## src/rtl/cmp_pkg.sv

```systemverilog
// Shared types for the sequential compare unit: operation encoding, FSM states
// and the signed-operation helper.
package cmp_pkg;

    typedef enum logic [2:0] {
        SLT  = 3'd0,
        SLTU = 3'd1,
        MIN  = 3'd2,
        MINU = 3'd3,
        MAX  = 3'd4,
        MAXU = 3'd5,
        EQ   = 3'd6,
        RSV  = 3'd7
    } cmp_op_e;

    typedef enum logic [1:0] {
        IDLE = 2'd0,
        BUSY = 2'd1,
        DONE = 2'd2
    } cmp_state_e;

    function automatic logic is_signed(input cmp_op_e op);
        return (op == SLT) || (op == MIN) || (op == MAX);
    endfunction

endpackage

```

## src/rtl/cmp_chunk.sv

```systemverilog
// Unsigned magnitude compare of one CHUNK-bit slice of the operands.
module cmp_chunk #(
    parameter int CHUNK = 8
) (
    input  logic [CHUNK-1:0] a,
    input  logic [CHUNK-1:0] b,
    output logic             lt_o,
    output logic             gt_o
);

    assign lt_o = (a < b);
    assign gt_o = (a > b);

endmodule

```

## src/rtl/seq_compare_unit.sv

```systemverilog
// Multi-cycle integer compare unit: one CHUNK-bit slice per cycle, MSB slice first.
// Define CMP_EARLY_EXIT_EN to finish on the first differing slice (data-dependent latency).
module seq_compare_unit
    import cmp_pkg::*;
#(
    parameter int WIDTH = 32,
    parameter int CHUNK = 8
) (
    input  logic             clk_i,
    input  logic             rst_i,
    input  logic             valid_i,
    output logic             ready_o,
    input  cmp_op_e          op_i,
    input  logic [WIDTH-1:0] rs1_i,
    input  logic [WIDTH-1:0] rs2_i,
    output logic             valid_o,
    input  logic             ready_i,
    output logic [WIDTH-1:0] rd_o
);

    localparam int NCHUNK = WIDTH / CHUNK;
    localparam int IDXW   = (NCHUNK > 1) ? $clog2(NCHUNK) : 1;
    localparam logic [IDXW-1:0] LAST_IDX = IDXW'(NCHUNK - 1);

    cmp_state_e       state_q;
    cmp_op_e          op_q;
    logic [WIDTH-1:0] rs1_q, rs2_q, rd_q;
    logic [IDXW-1:0]  idx_q;
    logic             lt_q, gt_q;

    logic [WIDTH-1:0] sign_mask, a_x, b_x, rd_next;
    logic [CHUNK-1:0] a_chunk, b_chunk;
    logic             chunk_lt, chunk_gt, lt_next, gt_next, last_chunk;

    // Flipping the sign bit of both operands maps signed order onto unsigned order.
    // NOTE: every always_comb output gets a default first so no path can infer a latch.
    always_comb begin
        sign_mask            = '0;
        sign_mask[WIDTH-1]   = is_signed(op_q);
        a_x                  = rs1_q ^ sign_mask;
        b_x                  = rs2_q ^ sign_mask;
        a_chunk              = a_x[idx_q*CHUNK +: CHUNK];
        b_chunk              = b_x[idx_q*CHUNK +: CHUNK];
    end

    cmp_chunk #(.CHUNK(CHUNK)) u_chunk (
        .a    (a_chunk),
        .b    (b_chunk),
        .lt_o (chunk_lt),
        .gt_o (chunk_gt)
    );

    // The first differing slice from the MSB decides; later slices are ignored.
    always_comb begin
        lt_next    = (lt_q || gt_q) ? lt_q : chunk_lt;
        gt_next    = (lt_q || gt_q) ? gt_q : chunk_gt;
`ifdef CMP_EARLY_EXIT_EN
        last_chunk = (idx_q == '0) || lt_next || gt_next;
`else
        last_chunk = (idx_q == '0);
`endif
    end

    always_comb begin
        rd_next = '0;
        case (op_q)
            SLT, SLTU: rd_next = {{(WIDTH-1){1'b0}}, lt_next};
            EQ:        rd_next = {{(WIDTH-1){1'b0}}, !lt_next && !gt_next};
            MIN, MINU: rd_next = lt_next ? rs1_q : rs2_q;
            MAX, MAXU: rd_next = gt_next ? rs1_q : rs2_q;
            default:   rd_next = '0;
        endcase
    end

    // NOTE: sequential state uses non-blocking assignments so every register samples pre-edge values.
    // NOTE: all state, including operand and result registers, is cleared so rd_o reads 0 out of reset.
    always_ff @(posedge clk_i or posedge rst_i) begin
        if (rst_i) begin
            state_q <= IDLE;
            op_q    <= SLT;
            rs1_q   <= '0;
            rs2_q   <= '0;
            rd_q    <= '0;
            idx_q   <= '0;
            lt_q    <= 1'b0;
            gt_q    <= 1'b0;
        end else begin
            case (state_q)
                IDLE: begin
                    if (valid_i) begin
                        op_q    <= op_i;
                        rs1_q   <= rs1_i;
                        rs2_q   <= rs2_i;
                        idx_q   <= LAST_IDX;
                        lt_q    <= 1'b0;
                        gt_q    <= 1'b0;
                        state_q <= BUSY;
                    end
                end
                BUSY: begin
                    lt_q  <= lt_next;
                    gt_q  <= gt_next;
                    idx_q <= idx_q - IDXW'(1);
                    if (last_chunk) begin
                        rd_q    <= rd_next;
                        state_q <= DONE;
                    end
                end
                DONE: begin
                    if (ready_i) state_q <= IDLE;
                end
                default: state_q <= IDLE;
            endcase
        end
    end

    assign ready_o = (state_q == IDLE);
    assign valid_o = (state_q == DONE);
    assign rd_o    = rd_q;

endmodule
```

## config.mk

```make
export PLATFORM = sky130hd
export DESIGN_NAME = seq_compare_unit
export DESIGN_NICKNAME = d
export VERILOG_FILES = /design/src/rtl/cmp_pkg.sv /design/src/rtl/cmp_chunk.sv /design/src/rtl/seq_compare_unit.sv
export SDC_FILE = /design/constraint.sdc
export NUM_CORES = 1
export LEC_CHECK = 0
export CAP_MARGIN = 20
export CORE_MARGIN = 2
export CORE_UTILIZATION = 25
export DETAILED_ROUTE_END_ITERATION = 7
export PLACE_DENSITY_LB_ADDON = 0.08
export SETUP_SLACK_MARGIN = 0.15
export SYNTH_ARGS = -nofsm -noshare
export SYNTH_HDL_FRONTEND = slang
export SYNTH_SLANG_ARGS = --single-unit
```

## constraint.sdc

```tcl
create_clock -name clk_i -period 3.1 [get_ports clk_i]
set_input_delay 0.31 -clock clk_i [delete_from_list [all_inputs] [get_ports clk_i]]
set_output_delay 0.31 -clock clk_i [all_outputs]
set_load 0.02 [all_outputs]
```

== Word level (Yosys, flattened, before mapping) ==
Index checks and enable logic that the tools add are counted.

* Output and inout port bits: 34
* Register bits: 105
* Memories kept: 0
* Bits in read-only memories: 0
* Input port bits: 71
* Logic and storage cells: 57
* Bits in latches: 0
* RAM bits: 0

* Equal/unequal tests: 11
* $lt $le $gt $ge: 2
* Add/sub/neg operators: 1
* Reduce and logical (&&, ||, !) cells: 17
* Bitwise gates (word level): 2
* Divide/modulo/power cells: 0
* Multipliers: 0
* Multiplexer cells: 14
* Shift operators: 2

{| class="wikitable"
|+ Operators with widths
! operator !! number
|-
| case mux 32 bit (4 select lines) || 1
|-
| 2-to-1 mux 32 bit || 2
|-
| variable part select 32 x 6 -> 8 bit || 2
|-
| XOR 32 bit || 2
|-
| equality test 3 bit, second input constant || 3
|-
| > comparator 8 bit || 1
|-
| less-than comparator 8 bit || 1
|-
| 2-to-1 mux 2 bit || 4
|-
| equality test 3 x 2 -> 1 bit, second input constant || 2
|-
| case mux 2 bit (3 select lines) || 1
|-
| AND reduction 2 bit || 3
|-
| OR reduction 2 bit || 3
|-
| zero test 2 bit || 2
|-
| inequality test 2 bit, second input constant || 2
|-
| case mux 1 bit (2 select lines) || 2
|-
| case mux 2 bit (2 select lines) || 1
|-
| equality test 3 x 1 -> 1 bit, second input constant || 1
|-
| zero test 3 bit || 1
|-
| logical OR 1 bit || 3
|-
| 2-to-1 mux 1 bit || 3
|-
| AND reduction 3 bit || 1
|-
| equality test 2 x 1 -> 1 bit, second input constant || 1
|-
| equality test 2 bit, second input constant || 1
|-
| zero test 1 bit || 2
|-
| other kinds (4) || 4
|}

== Longest topological paths before layout ==
Gate-level depths: netlist of the first run.

* Depth in word-level cells: 10
* Gate-level depth with buffers: 13
* Mapped depth without buffers: 11

== Modules after synthesis ==
From an unflattened synthesis of the first run, not the netlist that was laid out.

* Cell total of the unflattened synthesis: 419
* Area, all modules: 5391.4 um2

{| class="wikitable"
|+ Modules (own cells, without submodules)
! module !! area each (um2) !! cells an instance !! sequential area each (um2) !! times used
|-
| seq_compare_unit || 5180.0 || 390 || 2627.5 || 1
|-
| cmp_chunk || 211.5 || 29 || 0.0 || 1
|}

== Worst setup path before layout of the first run ==
Ideal clock, no wire load.

* Path type: reg-to-reg
* Start point: register idx_q[1]
* End point: register rd_q[10] (netlist: rd_o[10])
* Setup time: 0.142 ns
* Buffers on the path: 4
* Stages on the path, launching flop included: 14
* Arrival time: 3.075 ns
* Clock period less this slack: 3.218 ns
* Setup slack: -0.118 ns
* Required time: 2.958 ns
* Cell sequence: dfrtp_1 -> clkbuf_1 -> clkbuf_1 -> mux4_2 -> inv_1 -> ha_1 -> a21o_1 -> a2111oi_4 -> o21ai_1 -> o21a_1 -> buf_2 -> buf_6 -> mux2i_1 -> o221ai_1

* Word-level cells in the longest chain between the ends: 5
* Elaborated cells on any way between the ends: 11
* Those cells by class: order compare (2); shift (2); mux (5); reduce/logical (2)

{| class="wikitable"
|+ Ends and longest elaborated chain
! element !! RTL line !! RTL
|-
| start, declared || seq_compare_unit.sv:28 || <nowiki>logic [IDXW-1:0] idx_q;</nowiki>
|-
| start signal, assigned || seq_compare_unit.sv:103 || <nowiki>idx_q <= idx_q - IDXW'(1);</nowiki>
|-
| variable part select 32 x 6 -> 8 bit, on equally long branches || seq_compare_unit.sv:42, seq_compare_unit.sv:43 ||
|-
| > comparator 8 bit / less-than comparator 8 bit (equally long branches) || cmp_chunk.sv:12, cmp_chunk.sv:11 ||
|-
| 2-to-1 mux 1 bit, on equally long branches || seq_compare_unit.sv:56, seq_compare_unit.sv:55 ||
|-
| 2-to-1 mux 32 bit, on equally long branches || seq_compare_unit.sv:70, seq_compare_unit.sv:69 ||
|-
| case mux 32 bit (4 select lines) || seq_compare_unit.sv:66 || <nowiki>case (op_q)</nowiki>
|-
| end signal, assigned || seq_compare_unit.sv:105 || <nowiki>rd_q <= rd_next;</nowiki>
|-
| end, declared || seq_compare_unit.sv:27 || <nowiki>logic [WIDTH-1:0] rs1_q, rs2_q, rd_q;</nowiki>
|}

Parallel ways exist; a longest one is shown, timed or not.
A chain may end at the register's enable or synchronous reset.

== Worst setup path after layout of the first run ==
* Start point: register idx_q[0]
* End point: register rd_q[0] (netlist: rd_o[0])

* Word-level cells in the longest chain between the ends: 6
* Elaborated cells on any way between the ends: 14
* Those cells by class: order compare (2); shift (2); mux (5); reduce/logical (5)

{| class="wikitable"
|+ Ends and longest elaborated chain
! element !! RTL line !! RTL
|-
| variable part select 32 x 6 -> 8 bit, on equally long branches || seq_compare_unit.sv:42, seq_compare_unit.sv:43 ||
|-
| less-than comparator 8 bit / > comparator 8 bit (equally long branches) || cmp_chunk.sv:11, cmp_chunk.sv:12 ||
|-
| 2-to-1 mux 1 bit, on equally long branches || seq_compare_unit.sv:55, seq_compare_unit.sv:56 ||
|-
| zero test 1 bit || seq_compare_unit.sv:68 || <nowiki>EQ: rd_next = {{(WIDTH-1){1'b0}}, !lt_next && !gt_next};</nowiki>
|-
| logical AND 1 bit || seq_compare_unit.sv:68 ||
|-
| case mux 32 bit (4 select lines) || seq_compare_unit.sv:66 ||
|}

Parallel ways exist; a longest one is shown, timed or not.

==> results of run 1 <==
[sequential cells by signal (all words and copies together) (netlist names)]
name     count
rd_o        32
gt_q         1
lt_q         1
state_q      2
op_q         3
rs2_q       32
rs1_q       32
idx_q        2
[metal layers]
metal | routed length (um) | GRT usage | share of wire | up-vias
met5 | 0 | 0 | 0 | -
met4 | 302 | 0.0394 | 0.017 | 0
met3 | 827 | 0.0383 | 0.047 | 18
met2 | 8220 | 0.248 | 0.46 | 103
met1 | 8330 | 0.221 | 0.47 | 2185
li1 | - | - | - | 2122
[power groups by stage]
stage / Combinational, W / Clock, W / Sequential (W)
finish: 0.00573 / 0.00128 / 0.00278
global route: 0.00628 / 0.00138 / 0.00288
CTS: 0.00523 / 0.00132 / 0.00279
detailed placement: 0.00502 / 0 / 0.00281
global placement: 0.00494 / 0 / 0.00281
floorplan: 0.00349 / 0 / 0.00258
[logic make-up after synthesis]
kind of cell / synth area share
muxes: 0.184
xor gates and xnor gates: 0.00322
buffers and inverters: 0.0411
adders and majority gates: 0.0276
and+or+nand+nor: 0.184
DFF: 0.483
AOI/OAI and AO/OA: 0.0772
[worst max-delay path: stages, from the launching register on]
cell and delay, ns:
dfrtp_2 0.43, buf_12 0.15, mux4_2 0.50, inv_2 0.08, ha_4 0.20, a21o_1 0.19
a2111oi_4 0.40, buf_4 0.18, o22ai_4 0.10, a211o_1 0.24, o211a_1 0.12, a221o_1 0.26
[Yosys cell counts]
cell type    n
a2111oi_4    1
a211o_1      1
a211oi_1     1
a21o_1       2
a21oi_1      5
a221o_1      1
and2_1       1
and2b_1      1
and4_1       1
and4b_1      1
buf_1        1
buf_2        2
buf_4        3
buf_6        3
clkbuf_1    26
dfrtp_1    105
ha_1        12
inv_1       14
inv_2        1
mux2i_1     64
mux4_2      16
nand2_1    238
nand2b_1     1
nand4_1      2
nor2_1      11
nor3_1       1
nor4_1       1
o211a_1      1
o21a_1       1
o21ai_1      5
o221ai_1    31
o22ai_2      1
or2_1        1
xor2_1       2
[cell type report]
type / instances / area, um2 / area share
multi-input combinational: 403 / 2680 / 0.359
sequential: 105 / 2630 / 0.352
timing repair buffer: 134 / 1430 / 0.191
tap: 275 / 344 / 0.0461
clock buffer: 10 / 239 / 0.0320
clock inverter: 6 / 87.6 / 0.0117
inverter: 15 / 60.1 / 0.00805
[timing repair]
item                       4_1_cts  5_1_grt
buffers inserted                 3        7
gates resized for setup          6       16
gates cloned                     0        2
setup endpoints to repair       33       33
pin swaps                        2        8
[layout by cell type (no fill, tap or decap), drive strengths merged, types with 5 or more instances in the layout]
cell type      instances
nor2                  11
o21ai                  5
ha                    12
nand2                238
inv                   16
buf                   28
o221ai                31
clkdlybuf4s50        104
clkbuf                12
mux4                  16
dfrtp                105
mux2i                 64
a21oi                  5
[metrics by stage]
stage | utilization | cells | area [um2] | worst slack, ns
after floorplan | - | 558 | 5450 | 0.191
after global placement | 0.325 | 920 | 6900 | 0.0270
after detailed placement | 0.325 | 920 | 6900 | -0.105
after CTS | 0.343 | 939 | 7280 | 0.0857
after global routing | 0.352 | 948 | 7460 | 0.0272
final | 0.352 | 948 | 7460 | 0.132
[final timing paths]
check                           from        end  cells past startpoint
max in group asynchronous      rst_i   rd_o[12]                      3
min in group clk_i         rs2_i[30]  rs2_q[30]                      3
hold / removal                 rst_i   rs2_q[9]                      3
setup reg to reg            idx_q[0]    rd_o[0]                     11
setup / recovery            idx_q[0]    rd_o[0]                     11
hold reg to reg              rd_o[4]    rd_o[4]                      2
==> flow_summary.json, run 1 <==
{
  "slew-limit-headroom": 0.522,
  "drive_gt1_frac": 0.120,
  "cp_max_fo": 8,
  "slew_violations": 0,
  "grt_pass1_vias": 4538,
  "wl_per_cell_um": 18.7,
  "fin_crit_ns": 2.97,
  "total_power_w": 0.00980,
  "syn2layout_area_growth_pct": 37.1,
  "start_kind": "flip-flop",
  "synth_area_leader_cell": "dfrtp_1",
  "yosys-top-cells-area": "dfrtp_1 (48%), nand2_1 (16%), mux2i_1 (12%), mux4_2 (6.6%), o221ai_1 (5.0%)",
  "peakVddDrop_mv": 0.644,
  "n_antenna_cell": 0,
  "initial_core_util": 0.257,
  "cts_sinks": 105,
  "rsz0062_at_grt": "yes",
  "p_sw_w": 0.00414,
  "synth_area_per_cell_um2": 9.76,
  "root_buffer": "clkbuf_16",
  "detail-route-antenna-nets": 0,
  "internal_power_w": 0.00566,
  "switching_share": 0.422,
  "syn-num-nets": 641,
  "gp_congestion": 0.879,
  "core_mm2": 0.0212,
  "required_ns": 3.34,
  "leakage_nw": 3.41,
  "hold_path_class": "in -> async",
  "vias": 4428,
  "grt_pass1_wl_mm": 27.1,
  "drc": 0,
  "path_clk_slew_ns": 0.07,
  "worstMarginPinSlew_ns": 0.716,
  "fmax_ghz": 0.337,
  "dp_hpwl_mm": 12.6,
  "wl_mm": 17.7,
  "reg2reg_slack_ns": 0.13,
  "die_area_mm2": 0.0230,
  "cts_hold_buf": 0,
  "die_h_um": 152,
  "cts_tree": "done",
  "tns_ns": 0,
  "comb_power_share": 0.585,
  "grt_start_max_net_pins": 106,
  "arrival_ns": 3.21,
  "endpoint_kind": "flip-flop",
  "finalHoldViolCount": 0,
  "drt_iter0_drc": 203,
  "layout.nets": 751,
  "crit_type": "reg -> reg",
  "io_buffers": 104,
  "synth-seq-area-share": 0.483,
  "insertion_delay_ns": 0.36,
  "clock_path_buffers": 2,
  "power_density_mw_per_mm2": 1310,
  "power_frac_clock": 0.131,
  "drv_cap": 0,
  "grt_usage": 0.158,
  "syn_area_mm2": 0.00544,
  "synthCells": 558,
  "via_per_inst": 4.67,
  "numCtsBuffers": 9,
  "status": "complete, no violations",
  "io_pins": 105,
  "firstDrtPassIters": 4,
  "grt-ovfl-total": 0,
  "period_share": 0.957,
  "holdWs_ns": 0.451,
  "die_x_um": 152,
  "htreeDepth": 3,
  "rows": 53,
  "yosysWarnings": 0,
  "setup_viol": 0,
  "ys_ff_latch": 105,
  "antenna_found_initial": 0,
  "yosys.area.top_type_share": 0.483,
  "nFillCells": 2170,
  "synth_cell_types": 34,
  "seqPwrFrac": 0.284,
  "clock-skew-final_ns": 0.0121
}
Power figures use the tool's default switching activity.
==> run 2, diff against run 1 <==
--- a/config.mk
+++ b/config.mk
@@ -6,10 +6,11 @@
 export NUM_CORES = 1
 export LEC_CHECK = 0
 export CAP_MARGIN = 20
-export CORE_MARGIN = 2
+export CORE_MARGIN = 1
 export CORE_UTILIZATION = 25
 export DETAILED_ROUTE_END_ITERATION = 7
 export PLACE_DENSITY_LB_ADDON = 0.08
+export REMOVE_ABC_BUFFERS = 1
 export SETUP_SLACK_MARGIN = 0.15
 export SYNTH_ARGS = -nofsm -noshare
 export SYNTH_HDL_FRONTEND = slang
==> run 2 against run 1 <==
Net effect: die area shrank 2.6%; non-clock buffer count up 7; worst hold slack improved by 0.0069 ns; combinational power grew 8.4%; first-iteration DRC count is 3.4% lower; sequential share of layout area decreased by 0.26 points; cell count grew 0.74%; maximum frequency rose by 1.0%; clock skew down 0.0032 ns; final area increased by 0.70%; setup slack better by 0.029 ns; sequential power shrank 5%.
==> flow_summary.json, run 2 (synthesized netlist as in run 1, its figures left out) <==
{
  "status": "complete, no violations",
  "htreeDepth": 3,
  "grt_pass1_vias": 4598,
  "dpl.cell_count": 923,
  "switching_share": 0.406,
  "core_mm2": 0.0212,
  "worstMarginPinSlew_ns": 0.817,
  "final_cell_mix": "nand2_1 (237), dfrtp_1 (104), clkdlybuf4s50_1 (104)",
  "top_layer": "met4",
  "io_buffers": 104,
  "path_clk_slew_ns": 0.07,
  "die_h_um": 150,
  "power_frac_clock": 0.123,
  "arrival_ns": 3.17,
  "wl_met1_mm": 7.98,
  "comb_power_share": 0.616,
  "numCtsBuffers": 9,
  "finalHoldViolCount": 0,
  "grt_start_max_net_pins": 63,
  "period_share": 0.948,
  "die_area_mm2": 0.0224,
  "seqCellArea_mm2": 0.00263,
  "vias": 4425,
  "slew_violations": 0,
  "drv_cap": 0,
  "grt_usage": 0.151,
  "wl_per_cell_um": 17.2,
  "tns_ns": 0,
  "drt_iter0_drc": 196,
  "endpoint_kind": "flip-flop",
  "wl_mm": 16.4,
  "gp_congestion": 0.765,
  "n_antenna_cell": 0,
  "internal_power_w": 0.00599,
  "root_buffer": "clkbuf_16",
  "fmax_ghz": 0.340,
  "seqPwrFrac": 0.261,
  "route.met2.wl_mm": 7.49,
  "peakVddDrop_mv": 0.503,
  "hold_path_class": "in -> async",
  "instances_no_fill": 955,
  "mostFrequentLayoutCell": "nand2_1",
  "grt-ovfl-total": 0,
  "via_per_inst": 4.63,
  "antenna_found_initial": 0,
  "crit_type": "reg -> reg",
  "grt_pass1_wl_mm": 25.5,
  "setup_viol": 0,
  "rsz0062_at_grt": "yes",
  "p_sw_w": 0.00409,
  "clock_path_buffers": 2,
  "drive_gt1_frac": 0.126,
  "required_ns": 3.34,
  "cp_max_fo": 7,
  "initial_core_util": 0.257,
  "rows": 53,
  "die_x_um": 150,
  "fin_crit_ns": 2.94,
  "multi_input_area_mm2": 0.00268,
  "syn2layout_area_growth_pct": 38.0,
  "slew-limit-headroom": 0.455,
  "dp_hpwl_mm": 10.9,
  "final_core_util": 0.355,
  "detail-route-antenna-nets": 0,
  "drc": 0,
  "leakage_nw": 3.44,
  "cts_sinks": 105,
  "firstDrtPassIters": 4,
  "met3_length_um": 724,
  "layout.nets": 758,
  "cts_tree": "done",
  "io_pins": 105,
  "nFillCells": 2112,
  "power_density_mw_per_mm2": 1340,
  "start_kind": "flip-flop",
  "clock-skew-final_ns": 0.00892,
  "insertion_delay_ns": 0.35
}
## run 2: cell count changes in the layout (fill, tap and decap cells not counted), sizes merged
cell	delta
buf	+5
clkinvlp	-1
clkinv	-1
clkbuf	+4
## run 2: cell type report
| cell class | count | share of cell area |
|---|---|---|
| multi-input cells | 403 | 0.357 |
| inverters | 15 | 0.00783 |
| repair buffers | 141 | 0.197 |
| clock buffers | 12 | 0.0328 |
| clock inverters | 4 | 0.00982 |
| flip-flops and latches | 105 | 0.350 |
| well taps | 275 | 0.0458 |
## run 2: per-layer routing
layer  global-route usage  vias up
met5                    0        -
met4               0.0429        0
met3               0.0326       11
met2                0.240      104
met1                0.204     2162
li1                     -     2148
## run 2: power groups by stage
| stage | sequential [W] | clock [W] | combinational, W |
|---|---|---|---|
| 4_1_cts | 0.00263 | 0.00128 | 0.00540 |
| 6_report | 0.00263 | 0.00124 | 0.00621 |
| 2_1_floorplan | 0.00255 | 0 | 0.00315 |
| 5_1_grt | 0.00272 | 0.00134 | 0.00675 |
| 3_3_place_gp | 0.00266 | 0 | 0.00507 |
| 3_5_place_dp | 0.00265 | 0 | 0.00515 |
## run 2: through the flow
| stage | cell area (um2) | hold slack (ns) | setup slack, ns | total power [W] |
|---|---|---|---|---|
| CTS | 7300 | 0.467 | 0.103 | 0.00931 |
| finish | 7510 | 0.458 | 0.161 | 0.0101 |
| global placement | 6910 | 0.487 | 0.0970 | 0.00773 |
| global route | 7510 | 0.488 | 0.0735 | 0.0108 |
| detailed placement | 6910 | 0.484 | 0.0176 | 0.00780 |
| floorplan | 5280 | 0.402 | -0.716 | 0.00570 |
## run 2: final timing paths
kind,start,end,slack [ns],cells after the start
hold reg to reg,rd_o[14],rd_o[14],0.50,2
min in group clk_i,rs2_i[16],rs2_q[16],0.48,3
setup reg to reg,idx_q[0],rd_o[0],0.16,11
hold / removal,rst_i,rs2_q[15],0.46,2
max in group asynchronous,rst_i,rs2_q[10],1.94,3
setup / recovery,idx_q[0],rd_o[0],0.16,11
## run 2: timing repair
action / 4_1_cts / 5_1_grt
pin swaps: 1 / 6
endpoints found under the setup margin: 32 / 32
hold buffers: 0 / 0
cloned: 0 / 5
buffers inserted: 7 / 4
gates resized for setup: 3 / 14
endpoints found under the hold margin: 0 / 0
## run 2: critical path, cell delays in order (launching register included)
cell       delay (ns)
dfrtp_2          0.41
buf_12           0.13
mux4_2           0.51
inv_2            0.08
ha_4             0.20
a21o_1           0.18
a2111oi_4        0.40
buf_4            0.19
o22ai_4          0.10
a211o_1          0.25
o211a_1          0.12
a221o_1          0.26
==> run 3, diff against run 2 <==
--- a/config.mk
+++ b/config.mk
@@ -5,6 +5,7 @@
 export SDC_FILE = /design/constraint.sdc
 export NUM_CORES = 1
 export LEC_CHECK = 0
+export ABC_CLOCK_PERIOD_IN_PS = 3100
 export CAP_MARGIN = 20
 export CORE_MARGIN = 1
 export CORE_UTILIZATION = 25
==> results of run 3 <==
No change in the layout: final DEF, timing and power equal those of run 2.
